==> src/rtl/fifo_wr_arbiter.sv <==
// Round-robin write-side arbiter sharing one FIFO write port among NUM_REQ producers.
// A multi-beat packet locks the port to its producer for up to MAX_BURST beats.
module fifo_wr_arbiter #(
    parameter int NUM_REQ    = 4,
    parameter int DATA_WIDTH = 8,
    parameter int MAX_BURST  = 8,
    parameter int ID_W       = $clog2(NUM_REQ)
) (
    input  logic                          clk,
    input  logic                          rst,
    input  logic [NUM_REQ-1:0]            req_valid,
    input  logic [NUM_REQ-1:0]            req_last,
    input  logic [NUM_REQ*DATA_WIDTH-1:0] req_data,
    output logic [NUM_REQ-1:0]            req_ready,
    input  logic                          fifo_full,
    output logic                          fifo_wr_en,
    output logic [DATA_WIDTH-1:0]         fifo_data_in,
    output logic [ID_W-1:0]               grant_id,
    output logic                          locked
);

    localparam int CNT_W = $clog2(MAX_BURST + 1);

    typedef enum logic {
        IDLE = 1'b0,
        LOCK = 1'b1
    } state_t;

    state_t             state_r;
    logic [ID_W-1:0]    rr_ptr_r;
    logic [ID_W-1:0]    owner_r;
    logic [CNT_W-1:0]   beat_cnt_r;

    logic [ID_W-1:0]    pick_s;
    logic [ID_W-1:0]    sel_s;
    logic               sel_valid_s;
    logic               sel_last_s;
    logic               grant_ok_s;
    logic               xfer_s;

    // Index addition modulo NUM_REQ; handles non-power-of-two producer counts.
    function automatic logic [ID_W-1:0] wrap_add(input logic [ID_W-1:0] base,
                                                 input logic [ID_W-1:0] off);
        logic [ID_W:0] sum;
        sum = {1'b0, base} + {1'b0, off};
        if (sum >= (ID_W+1)'(NUM_REQ)) begin
            sum = sum - (ID_W+1)'(NUM_REQ);
        end else begin
            sum = sum;
        end
        return sum[ID_W-1:0];
    endfunction

    // Round-robin pick: scan from the far end so the nearest valid index to rr_ptr wins.
    always_comb begin
        logic [ID_W-1:0] cand;
        pick_s = rr_ptr_r;
        cand   = rr_ptr_r;
        for (int k = NUM_REQ - 1; k >= 0; k--) begin
            cand   = wrap_add(rr_ptr_r, ID_W'(k));
            pick_s = req_valid[cand] ? cand : pick_s;
        end
    end

    // Grant selection and handshake; reset and a full FIFO block every transfer.
    always_comb begin
        sel_s       = (state_r == LOCK) ? owner_r : pick_s;
        sel_valid_s = req_valid[sel_s];
        sel_last_s  = req_last[sel_s];
        grant_ok_s  = !rst && !fifo_full;
        xfer_s      = grant_ok_s && sel_valid_s;
        req_ready   = {NUM_REQ{1'b0}};
        if (grant_ok_s) begin
            req_ready[sel_s] = 1'b1;
        end else begin
            req_ready = {NUM_REQ{1'b0}};
        end
    end

    assign fifo_wr_en   = xfer_s;
    assign fifo_data_in = req_data[int'(sel_s)*DATA_WIDTH +: DATA_WIDTH];
    assign grant_id     = owner_r;
    assign locked       = (state_r == LOCK);

    // Arbitration state: advances only on edges that carry a transfer.
    always_ff @(posedge clk or posedge rst) begin
        if (rst) begin
            state_r    <= IDLE;
            rr_ptr_r   <= {ID_W{1'b0}};
            owner_r    <= {ID_W{1'b0}};
            beat_cnt_r <= {CNT_W{1'b0}};
        end else if (xfer_s) begin
            case (state_r)
                IDLE: begin
                    owner_r <= pick_s;
                    if (sel_last_s || (MAX_BURST == 1)) begin
                        rr_ptr_r <= wrap_add(pick_s, ID_W'(1));
                    end else begin
                        state_r    <= LOCK;
                        beat_cnt_r <= CNT_W'(1);
                    end
                end
                LOCK: begin
                    beat_cnt_r <= beat_cnt_r + CNT_W'(1);
                    // A forced release leaves the packet open; the producer re-arbitrates.
                    if (sel_last_s || (beat_cnt_r + CNT_W'(1) == CNT_W'(MAX_BURST))) begin
                        state_r  <= IDLE;
                        rr_ptr_r <= wrap_add(owner_r, ID_W'(1));
                    end else begin
                        state_r <= LOCK;
                    end
                end
                default: begin
                    state_r <= IDLE;
                end
            endcase
        end
    end

endmodule

==> config.mk <==
export PLATFORM = sky130hd
export DESIGN_NAME = fifo_wr_arbiter
export DESIGN_NICKNAME = d
export VERILOG_FILES = /design/src/rtl/fifo_wr_arbiter.sv
export SDC_FILE = /design/constraint.sdc
export NUM_CORES = 1
export LEC_CHECK = 0
export CORE_ASPECT_RATIO = 0.75
export CORE_MARGIN = 8
export CORE_UTILIZATION = 35
export DETAILED_ROUTE_END_ITERATION = 6
export PLACE_DENSITY_LB_ADDON = 0.2
export SYNTH_ARGS = -nofsm -noshare
export SYNTH_HDL_FRONTEND = slang
export SYNTH_SLANG_ARGS = --single-unit
==> constraint.sdc <==
create_clock -name clk -period 2.4 [get_ports clk]
set_input_delay 0.48 -clock clk [delete_from_list [all_inputs] [get_ports clk]]
set_output_delay 0.48 -clock clk [all_outputs]
set_load 0.01 [all_outputs]
**Word level (Yosys, flattened, before mapping)**

Index checks and enable logic that the tools add are counted.

- Equal/unequal tests: 4
- Reductions and logical operators: 8
- Muxes and demuxes: 34
- Magnitude comparators: 12
- Bitwise operators: 1
- Shifts and indexed selects: 1
- Add/sub/neg operators: 12

Operators by type and width:

| kind | count |
|---|---|
| indexed part select 32 x 6 -> 8 bit | 1 |
| 2-to-1 mux 2 bit | 13 |
| greater-or-equal comparator 3 bit, second input constant | 5 |
| less-than comparator 2 x 3 -> 1 bit, second input constant | 5 |
| binary-select mux 1 bit (select 2 bit) | 6 |
| subtractor 2 x 1 -> 2 bit, second input constant | 6 |
| adder 2 x 1 -> 3 bit, second input constant | 3 |
| 2-to-1 mux 1 bit | 9 |
| 2-to-1 mux 4 bit | 2 |
| one-hot mux 4 bit (2 select lines) | 1 |
| adder 2 x 2 -> 3 bit, second input constant | 2 |
| adder 4 x 1 -> 4 bit, second input constant | 1 |
| == test 4 bit, second input constant | 1 |
| != test 2 bit, second input constant | 2 |
| one-hot mux 2 bit (2 select lines) | 1 |
| greater-or-equal comparator 2 x 3 -> 1 bit, second input constant | 1 |
| logical AND 1 bit | 3 |
| AND reduction 3 bit | 1 |
| demux 1 bit (select 2 bit) | 1 |
| greater-or-equal comparator 2 x 1 -> 1 bit, second input constant | 1 |
| zero test 1 bit | 2 |
| != test 2 x 1 -> 1 bit, second input constant | 1 |
| one-hot mux 1 bit (2 select lines) | 1 |
| AND reduction 2 bit | 1 |
| other kinds (2) | 2 |

- Output and inout bits: 16
- Input bits: 43
- Flip-flop bits (word level): 9

**Logic depth before layout (Yosys ltp)**

- Depth after elaboration: 15
- Mapped depth: 8
- Mapped depth without buffers: 6

**Worst setup path before layout**

OpenSTA, ideal clock, no wires.

- Kind: register to output
- Start point: register state_r (netlist: locked)
- End point: output req_ready[0]
- Slack: -0.140 ns
- Arrival: 2.060 ns
- Cell stages (with the launch flop): 9
- Buffers on the path: 3
- Path through: dfrtp_1 > clkbuf_1 > nand2_1 > nand3_2 > buf_6 > clkbuf_1 > clkinv_1 > ha_1 > and2_1

- Cells in the longest elaborated chain, start to end: 6
- Elaborated cells between the ends (all ways): 7
- Those cells by class: order compare: 2; mux: 4; reduce/logical: 1

Ends and longest elaborated chain:

| what | line | source |
|---|---|---|
| from (decl) | 29 | `state_t state_r;` |
| from (signal assigned) | 88 | `state_r <= IDLE;` |
| from (signal assigned) | 99 | `state_r <= LOCK;` |
| from (signal assigned) | 107 | `state_r <= IDLE;` |
| 2-to-1 mux 2 bit * | - |  |
| named net sel_s[1] | 35 | `logic [ID_W-1:0] sel_s;` |
| less-than comparator 2 x 3 -> 1 bit (implied by the code) or greater-or-equal comparator 2 x 1 -> 1 bit (tied branches) | 74 | `req_ready[sel_s] = 1'b1;` |
| logical AND 1 bit (implied by the code) | 74 |  |
| 2-to-1 mux 1 bit (implied by the code) | 74 |  |
| demux 1 bit (select 2 bit) * | 74 |  |
| 2-to-1 mux 4 bit * | 73 | `if (grant_ok_s) begin` |
| to (decl) | 14 | `output logic [NUM_REQ-1:0] req_ready,` |

Mark *: on every way through the listed nets, which the timed path passes. The rest lies on a longest branch.

**Final worst setup path**

- Start point: register rr_ptr_r[1]
- End point: output fifo_data_in[7]

- Cells in the longest elaborated chain, start to end: 11
- Elaborated cells between the ends (all ways): 29
- Those cells by class: add/sub: 7; order compare: 4; shift: 1; mux: 17

Ends and longest elaborated chain:

| what | line | source |
|---|---|---|
| from (decl) | 30 | `logic [ID_W-1:0] rr_ptr_r;` |
| from (signal assigned) | 89 | `rr_ptr_r <= {ID_W{1'b0}};` |
| from (signal assigned) | 97 | `rr_ptr_r <= wrap_add(pick_s, ID_W'(1));` |
| from (signal assigned) | 108 | `rr_ptr_r <= wrap_add(owner_r, ID_W'(1));` |
| adder 2 x 2 -> 3 bit | 45 | `sum = {1'b0, base} + {1'b0, off};` |
| greater-or-equal comparator 3 bit or subtractor 2 x 1 -> 2 bit (tied branches) | 46, 47 |  |
| 2-to-1 mux 2 bit | 46 | `if (sum >= (ID_W+1)'(NUM_REQ)) begin` |
| binary-select mux 1 bit (select 2 bit) | 61 | `pick_s = req_valid[cand] ? cand : pick_s;` |
| 2-to-1 mux 1 bit (implied by the code) | 61 |  |
| 2-to-1 mux 2 bit (3 in series) | 61 |  |
| 2-to-1 mux 2 bit * | 61 |  |
| 2-to-1 mux 2 bit * | - |  |
| indexed part select 32 x 6 -> 8 bit * | 81 | `assign fifo_data_in = req_data[int'(sel_s)*DATA_WIDTH +: DATA_WIDTH];` |
| to (decl) | 17 | `output logic [DATA_WIDTH-1:0] fifo_data_in,` |

Mark *: on every way between the ends. The rest lies on a longest branch, timed or not. The select of a mux whose other input is x is not followed.

==> results_dict.tcl <==
set metrics [dict create \
    status "finished, violations left" \
    violations "setup timing" \
    final_cell_mix "clkdlybuf4s50_1 (41), buf_4 (23), nand2_1 (18)" \
    synth_area_leader_cell "dfrtp_1" \
    die_area_mm2 0.00509 \
    power.switching_w 0.00134 \
    vias 1479 \
    p_sw_share_pct 44.6 \
    cpMostUsedCell "buf_12" \
    place_hpwl_mm 3.34 \
    holdWs_ps 557 \
    clk_latency_ps 240 \
    grt_most_used_layer "met2" \
    antenna-diode-count 0 \
    crit_family "flip-flops" \
    setup_tns_ps -6160 \
    dieWidth_um 79.7 \
    async_flop_share_pct 100 \
    slowest_stage "dfrtp_2" \
    drc 0 \
    powerDensity_mw_per_mm2 1330 \
    placed_cells 245 \
    clockRootBuffer "clkbuf_8" \
    synth_area_per_cell_um2 8.14 \
    h-tree-depth 1 \
    pwr-share-seq_pct 10.6 \
    synth_top_area_share_pct 21.1 \
    cts_buffers 3 \
    cp-end-kind "output pin" \
    ir_drop_uv 966 \
    ys_top_cells_by_area "dfrtp_1 (21%), mux2_2 (12%), nand2_1 (7.4%)" \
    combPwrFrac_pct 83.2 \
    slew_headroom_pct 72.6 \
    overflow 0 \
    wirelength_mm 5.34 \
    dieHeight_um 63.8 \
    start_kind "flop" \
    yosysWarnings 0 \
    ys_ff_latch 9 \
    fin_cells 265 \
    grtUsageMet3_pct 4.47 \
    path_max_fanout 5 \
    leakage_nw 0.974 \
    drive_gt1_share_pct 46.7 \
    worstPathCellList "nor2b_4 -> o311ai_4 -> nand3_2 -> buf_12 -> buf_12 -> mux2_2 -> nor2_2 -> a31oi_1 -> buf_2" \
    fmax_mhz 358 \
    setup_viol 20 \
    post-route-min-period_ps 2790 \
    synth_edf_count 0 \
    synth_fp_nets 179 \
    numClockSinks 9 \
    hold_path_class "reg2reg" \
    cts_buffer_depth 2 \
    final_common_cell "clkdlybuf4s50_1" \
    area.growth.synth_to_final_pct 112 \
    hold_viol_final 0 \
    ios 59 \
    finClkSkew_ps 6.45 \
    syn_area_mm2 0.00107 \
    synth_cell_types 44 \
    portBuffers 58 \
    arrival_ps 2310 \
    initial_utilization_pct 36.6 \
    viasPerCell 5.58 \
    grt_pass1_wl_mm 7.42 \
    antenna_found_initial 0 \
    core-area_mm2 0.00291 \
    fp-row-count 17 \
    crit_buf_inv 3 \
    dr.pass1.iters 4 \
    grt_setup_unrepaired "true" \
    tightest_slew_ps 411 \
    drtIter0Drc 173 \
    max_cap_violations 0 \
    maxSlewViolCount 0 \
    cts_tree "yes" \
    clkTransAtPathRegs_ps 40 \
    power.internal_w 0.00167 \
    gp_congestion 0.889 \
    slowest_delay_ps 450 \
    ant_nets 0 \
    dominantRegCellSynth "dfrtp_1" \
    gr-usage-met2_pct 32.5 \
    grt_pass1_vias 1443 \
    syn_inst 131 \
    wire_per_inst_um 20.2 \
    cp.required_ps 1920 \
    p_clk_share_pct 6.2 \
    final_min_period_over_clock_period_pct 116 \
    path_class "reg2out" \
    ys_seq_area_share_pct 21.1 \
    grt_max_degree 10 \
    nets 276 \
    grt_usage_pct 18.5 \
    grtUsageMet1_pct 21.7 \
    setup_slack_ps -391 \
]
flip-flops by register name, indices dropped and copies added (netlist names):
| register | cells |
|---|---|
| beat_cnt_r | 4 |
| rr_ptr_r | 2 |
| locked | 1 |
| grant_id | 2 |
cells by family (layout without fill, tap and decap cells):
logic type / Yosys count / in the layout / share of synthesized area [%]
multiplexers: 13 / 13 / 14.7
AND/OR/NAND/NOR: 57 / 57 / 25.5
buffers and inverters: 14 / 110 / 5.75
AO/OA/AOI/OAI: 32 / 32 / 26.3
XOR/XNOR: 1 / 1 / 0.822
adder cells (fa/ha/maj): 5 / 5 / 5.87
flip-flops: 9 / 9 / 21.1
layout make-up:
cell class / instances / area [µm²]
timing repair inverter: 1 / 8.76
multi-input combinational: 108 / 976
timing repair buffer: 97 / 908
inverter: 8 / 42.5
fill: 158 / 659
clock buffer: 4 / 45.0
tap: 38 / 47.5
sequential: 9 / 226
synth_stat cells (2+ instances only):
cell,instances
a31oi_1,9
and2_1,4
clkbuf_1,4
nor2_1,14
nor3_1,2
a221o_1,2
mux2_2,11
nand3_1,2
dfrtp_1,9
nand2b_1,2
ha_1,5
nand2_1,21
nor2b_1,5
o41a_1,2
a21oi_1,3
o211ai_1,2
inv_1,7
path summary, 6_finish.rpt:
check | from | end | slack, ps | cells past startpoint
max | rr_ptr_r[1] | fifo_data_in[7] | -390 | 9
min | grant_id[1] | grant_id[1] | 560 | 2
max reg2reg | rr_ptr_r[1] | beat_cnt_r[2] | -390 | 9
min reg2reg | grant_id[1] | grant_id[1] | 560 | 2
max in group asynchronous | rst | rr_ptr_r[1] | 1330 | 3
min in group asynchronous | rst | rr_ptr_r[0] | 750 | 3
power by group through the flow:
stage	Combinational, W	Sequential [W]	Clock [W]
final	0.00250	0.000320	0.000187
after global routing	0.00264	0.000328	0.000199
after CTS	0.00235	0.000303	0.000185
after detailed placement	0.00183	0.000298	0
after global placement	0.00179	0.000296	0
after floorplan	0.000991	0.000301	0
tightest hold or removal path, delay by kind of cell, from the launching register on:
kind	cells	cell delay [ps]
buffers and inverters	1	60
flip-flops	1	390
AO/OA/AOI/OAI	1	70
through the flow:
stage	instance area [µm²]	setup slack, ps	utilization (%)	power (W)
2_1_floorplan	1110	14.2	-	0.00129
3_3_place_gp	1890	-897	65.0	0.00209
3_5_place_dp	1890	-984	65.0	0.00213
4_1_cts	2190	-269	75.3	0.00284
5_1_grt	2250	-438	77.4	0.00317
6_report	2250	-391	77.4	0.00301
routing by layer:
metal  routed length, µm  vias to the layer above
met4                 202                        0
met2                2710                       83
li1                    -                      667
met5                   0                        -
met3                 446                       18
met1                1980                      711
what timing repair did:
item                                    4_1_cts  5_1_grt
setup buffers                                12        4
hold buffers                                  0        0
pin swaps                                    14       10
endpoints found under the setup margin       20       20
cloned                                        2        0
gates resized for setup                     113       20
(Power assumes the default switching activity.)
==> variant 1 (config.mk and constraints unchanged) <==
Reset style: synchronous (`rst`), changed in one clocked block.
--- a/src/rtl/fifo_wr_arbiter.sv
+++ b/src/rtl/fifo_wr_arbiter.sv
@@ -83,7 +83,7 @@
     assign locked       = (state_r == LOCK);
 
     // Arbitration state: advances only on edges that carry a transfer.
-    always_ff @(posedge clk or posedge rst) begin
+    always_ff @(posedge clk) begin
         if (rst) begin
             state_r    <= IDLE;
             rr_ptr_r   <= {ID_W{1'b0}};
Formal check against the unedited RTL: differs if rst is asserted again (counterexample within 4 cycles, from zero or initial values and one cycle with rst high); with rst held inactive, the same outputs for 10 cycles.
==> variant 1 against the original RTL <==
- the flow still finishes with violations (setup timing)
- first-iteration DRC count is 58% lower
- cell area is 4.8% higher
- worst hold slack worse by 18 ps
- routed wire length is 7.7% higher
- synthesized cell count stayed put
- die area is 0.37% lower
- area after synthesis is 0.47% lower
- setup slack better by 230 ps
- register-to-register slack better by 320 ps
- fmax is 8.8% higher
- sequential cell count stayed put
Power is not compared: it rests on default switching activity, and its combinational part moved more than twofold at a synthesized area within 25%.
==> variant 1: results (changes against the original RTL) <==
----------------------------------------------------
[Yosys]
  Synth cell count leaders ... mux2i_1 (13), nor2b_1 (12), a21oi_1 (11)
  Distinct cell type count after synthesis ... 43 (-2.3%)
  Flip-flop cell with the highest count after synthesis ... dfxtp_1
  Seq/Total Area, Yosys ... 16.98% (-4.1 points)
  Warnings from Yosys ... 0 (unchanged)
  Proportion of register bits with asynchronous set or reset after synthesis ... 0% (-100 points)
  Cell types with the largest area share after synthesis ... dfxtp_1 (17%), mux2i_1 (12%), nor2b_1 (7.1%), a211oi_1 (6.4%), ha_1 (5.9%)

[Drt]
  Remaining number of nets flagged by the antenna check after routing ... 0 (unchanged)
  Number of iterations in the first detailed-routing pass ... 4 (unchanged)
  DRT iter0 DRCs ... 73 (-58%)
  Wirelength, routed ... 5751 um (+7.7%)
  Via count of the routed design ... 1,554 (+5.1%)

[Timing]
  Measured slew at the worst slew-check pin ... 410.4 ps (-0.5894 ps)
  Fin worst setup slack ... -163.9 ps (+226.9 ps)
  Count of final setup violators ... 19 (-5.0%)
  Post-route clock skew ... 5.600 ps (-0.8512 ps)

[Layout]
  Number of filler cells placed in the layout ... 162 (+2.5%)
  Number of flip-flops in the largest register ... 4 (unchanged)
  Biggest register ... beat_cnt_r
  Finished Core Util ... 81.06% (+3.7 points)
  Nets ... 282 (+2.2%)
  Layout cells sized above 1 ... 46.35% (-0.34 points)

[Global routing]
  Total routing resource utilization after global routing ... 19.58% (+1.0 points)
  Maximum number of pins on one net before global-route repair ... 15 (+5)
  Number of global-route vias before repair ... 1,549 (+7.3%)
  Global-route wire length before repair ... 8038 um (+8.4%)

[Run status]
  Result of the run ... finished, violations left
  Violated checks ... setup timing

[Worst setup path]
  Biggest fanout along the worst timing path ... 7 (+2)

[Pwr]
  Leakage power summed over all cells ... 1.010 nW

[CTS]
  Cell at the root of the clock tree ... clkbuf_8
  H-tree depth ... 1 (unchanged)
  Clock slew seen by the registers of the worst setup and hold paths ... 50 ps

[Hold path]
  Path category of the worst min-delay check ... flip-flop to flip-flop

[Place]
  Total of buffers placed on input and output ports ... 58 (unchanged)
  Estimated wirelength of the detail-placed design ... 3470 um (+3.8%)
  Final RePlAce weighted congestion ... 0.9193 (+3.4%)
  Worst slack, placed ... -972.7 ps (+10.88 ps)

----------------------------------------------------
[variant 1: path summary, 6_finish.rpt]
kind / cells after the start / endpoint / slack [ps] / start
setup / recovery: 8 / fifo_data_in[7] / -160 / rr_ptr_r[0]$_SDFFE_PP0P_
hold reg to reg: 2 / beat_cnt_r[1]$_SDFFE_PP0P_ / 540 / beat_cnt_r[1]$_SDFFE_PP0P_
setup reg to reg: 9 / beat_cnt_r[2]$_SDFFE_PP0P_ / -70 / locked$_SDFFE_PP0P_
hold / removal: 2 / beat_cnt_r[1]$_SDFFE_PP0P_ / 540 / beat_cnt_r[1]$_SDFFE_PP0P_
[variant 1: layout make-up]
class                           instances  share of cell area (%)
Sequential cell                         9                   7.945
Multi-Input combinational cell        110                   44.60
Clock buffer                            4                   1.907
Tap cell                               38                   2.013
Inverter                                7                   1.748
Timing Repair Buffer                  103                   41.79
[variant 1: worst max-delay path: stages, from the launching register on]
cell     delay, ps
dfxtp_4        360
and2b_2        250
o21ai_2         70
a41oi_4        380
buf_12         190
buf_12         130
mux2i_1        220
a21oi_1         90
buf_2          140
[variant 1: power groups by stage]
stage	combinational (mW)	sequential [mW]	clock [mW]
2_1_floorplan	0.288	0.177	0
3_3_place_gp	0.562	0.177	0
3_5_place_dp	0.579	0.178	0
4_1_cts	0.729	0.177	0.181
5_1_grt	0.895	0.180	0.197
6_report	0.854	0.180	0.184
[variant 1: per-stage QoR]
step | cell area, um^2 | std cells | power [mW] | hold WS, ps | setup TNS, ps
after global placement | 1862 | 245 | 0.7388 | 473.7 | -13850
after detailed placement | 1862 | 245 | 0.7566 | 486.7 | -15770
after global routing | 2362 | 271 | 1.272 | 566.9 | -2640
final | 2362 | 271 | 1.218 | 539.3 | -1497
after floorplan | 1086 | 131 | 0.4650 | 466.9 | 0
after CTS | 2168 | 269 | 1.086 | 496.2 | -365.8
[variant 1: logic make-up after synthesis]
logic type / count (synthesis) / synth area share [%]
AOI/OAI and AO/OA: 44 / 31.49
adders and majority gates: 6 / 6.840
buffers and inverters: 12 / 5.072
DFF: 9 / 16.98
muxes: 15 / 15.45
and+or+nand+nor: 45 / 24.18
[variant 1: timing repair]
item | CTS | global route
pin swaps | 18 | 10
setup endpoints to repair | 22 | 16
buffers inserted | 18 | 2
cloned | 2 | 0
gates resized for setup | 106 | 34
[variant 1: per-layer routing]
layer / GRT usage (%) / part of all wire (%) / up-vias
met5: 0 / 0 / -
met4: 3.917 / 2.3 / 0
met3: 3.399 / 6.8 / 15
met2: 36.14 / 53 / 77
met1: 22.53 / 38 / 755
li1: - / - / 707
==> variant 2 (same flow settings) <==
Made on the original files. `DATA_WIDTH`: 8 -> 7.
--- a/src/rtl/fifo_wr_arbiter.sv
+++ b/src/rtl/fifo_wr_arbiter.sv
@@ -2,7 +2,7 @@
 // A multi-beat packet locks the port to its producer for up to MAX_BURST beats.
 module fifo_wr_arbiter #(
     parameter int NUM_REQ    = 4,
-    parameter int DATA_WIDTH = 8,
+    parameter int DATA_WIDTH = 7,
     parameter int MAX_BURST  = 8,
     parameter int ID_W       = $clog2(NUM_REQ)
 ) (
Interface: changed (resized fifo_data_in and req_data); port bits go from 59 to 54. No check against the original RTL was run, so the function may have changed too.
==> variant 2 against the original RTL <==
- die area is 0.28% higher
- sequential cell count did not move
- routed wire length fell by 11%
- setup slack improved by 77 ps
- first-iteration DRC count is 43% lower
- largest cell class is now buffers
- non-clock buffer count grew 10
- cell area increased by 3.9%
- synthesized cell count shrank 6.9%
- the run still ends with setup timing left
- largest power group unchanged
- clock power grew 3%
- total power is 8.4% higher
- highest routed layer unchanged
- area after synthesis rose by 0.35%
- sequential share of layout area fell by 0.38 points
==> variant 2: results (changes against the original RTL) <==
----------------------------------------------------
[Place]
  Worst slack, placed ... -962.8 ps (+20.77 ps)
  Estimated wirelength of the detail-placed design ... 2858 um (-15%)
  Standard cell area after detailed placement ... 1862 um^2 (-1.7%)
  Placed Cells incl. Taps ... 233 (-4.9%)
  Final RePlAce weighted congestion ... 0.8177 (-8.0%)

[Drt]
  Met1 routed wirelength after detailed routing ... 2020 um (+2.0%)
  Metal3 WL ... 296 um (-34%)
  Per-cell via count in the routed design ... 5.326 (-4.6%)
  DRT iter0 DRCs ... 99 (-43%)
  Via count of the routed design ... 1,406 (-4.9%)
  Detail-routed net length per standard cell ... 18.08 um (-10%)

[Yosys]
  Warnings from Yosys ... 0 (unchanged)
  Avg Cell Area, Syn ... 8.769 um^2 (+7.8%)
  Seq/Total Area, Yosys ... 21.05% (-0.074 points)
  Synth cell count leaders ... a21oi_1 (13), mux2i_1 (13), inv_1 (10)
  Cell types with the largest area share after synthesis ... dfrtp_1 (21%), mux2i_1 (12%), a21oi_1 (6.1%), ha_1 (5.8%), a211oi_1 (5.6%)
  Net count of the mapped netlist ... 166 (-7.3%)

[Global routing]
  Maximum number of pins on one net before global-route repair ... 14 (+4)
  Global-route wire length before repair ... 6796 um (-8.4%)
  Met3 track demand over resource ... 3.911% (-0.56 points)
  Number of global-route vias before repair ... 1,476 (+2.3%)
  Met1 track demand over resource in global routing ... 18.74% (-2.9 points)
  Total routing resource utilization after global routing ... 16.09% (-2.5 points)
  GR Util met2 ... 28.43% (-4.1 points)
  Number of antenna violations at the first check in global routing ... 0 (unchanged)

[Worst setup path]
  WP data arrival ... 2230 ps (-80 ps)
  Critical register-to-register path endpoint ... rr_ptr_r[1]$_DFFE_PP0P_
  FF-to-FF setup slack ... -190 ps (+200 ps)
  Critical path endpoint ... fifo_data_in[2]

[Pwr]
  Net load switching power ... 1.320 mW (-1.6%)
  Leakage power summed over all cells ... 1.039 nW (+6.7%)

[Layout]
  Nets ... 271 (-1.8%)
  Area growth syn-to-layout ... 119.1%
  Layout cells sized above 1 ... 53.10% (+6.4 points)

[Timing]
  Count of final setup violators ... 20 (unchanged)
  Fin Hold WS ... 536.1 ps (-20.74 ps)
  Measured slew at the worst slew-check pin ... 420.8 ps (+9.793 ps)
  Fin worst setup slack ... -313.5 ps (+77.28 ps)
  Post-route clock skew ... 8.928 ps (+2.477 ps)

[Hold path]
  Hold Startpoint ... beat_cnt_r[3]$_DFFE_PP0P_
  Hold EP ... beat_cnt_r[3]$_DFFE_PP0P_
  Number of cells on the worst hold path ... 1 (-1)

[Run status]
  Violated checks ... setup timing
  Result of the run ... finished, violations left

[CTS]
  Clock slew seen by the registers of the worst setup and hold paths ... 60 ps (+20 ps)

----------------------------------------------------
## variant 2: cell count changes in the layout (fill, tap and decap cells not counted), moves of 4 or more
cell,delta
nand2_1,-11
buf_4,+10
mux2i_1,+10
a211oi_2,+7
a31oi_1,-7
a21oi_1,+6
mux2_2,-6
nor2_2,-5
a21oi_2,+4
clkdlybuf4s50_1,-4
inv_2,+4
mux2_4,-4
## variant 2: layout make-up
type	instances	area share, %
Tap cell	38	2.029
Sequential cell	9	9.664
Inverter	11	1.869
Timing Repair Buffer	107	44.90
Clock inverter	1	0.2136
Clock buffer	3	1.762
Multi-Input combinational cell	95	39.56
## variant 2: power groups by stage
stage               Clock [mW]  Combinational [mW]  Sequential (mW)
floorplan                    0               0.978            0.280
global placement             0                1.78            0.289
detailed placement           0                1.82            0.294
CTS                      0.191                2.37            0.293
global route             0.202                2.94            0.310
finish                   0.192                2.76            0.304
## variant 2: cells by family (layout without fill, tap and decap cells)
family                   after synthesis  in the layout  share of synthesized area [%]
adder cells (fa/ha/maj)                5              5                          5.848
AND/OR/NAND/NOR                       32             32                          16.26
AO/OA/AOI/OAI                         42             42                          32.40
buffers and inverters                 18            122                          8.889
flip-flops                             9              9                          21.05
multiplexers                          16             16                          15.55
## variant 2: critical path: stages (launching register included)
cell and delay [ps]:
dfrtp_1 420, inv_2 100, o221ai_2 110, a211oi_2 320, a21oi_2 70, buf_4 150, bufbuf_16 260, buf_6 120
a211oi_4 260, a21oi_2 50, buf_2 140
## variant 2: repair_timing
action,4_1_cts,5_1_grt
hold buffers,0,0
gates cloned,3,0
setup buffers,12,14
pin swaps,16,15
resized for setup,98,25
setup endpoints to repair,20,19
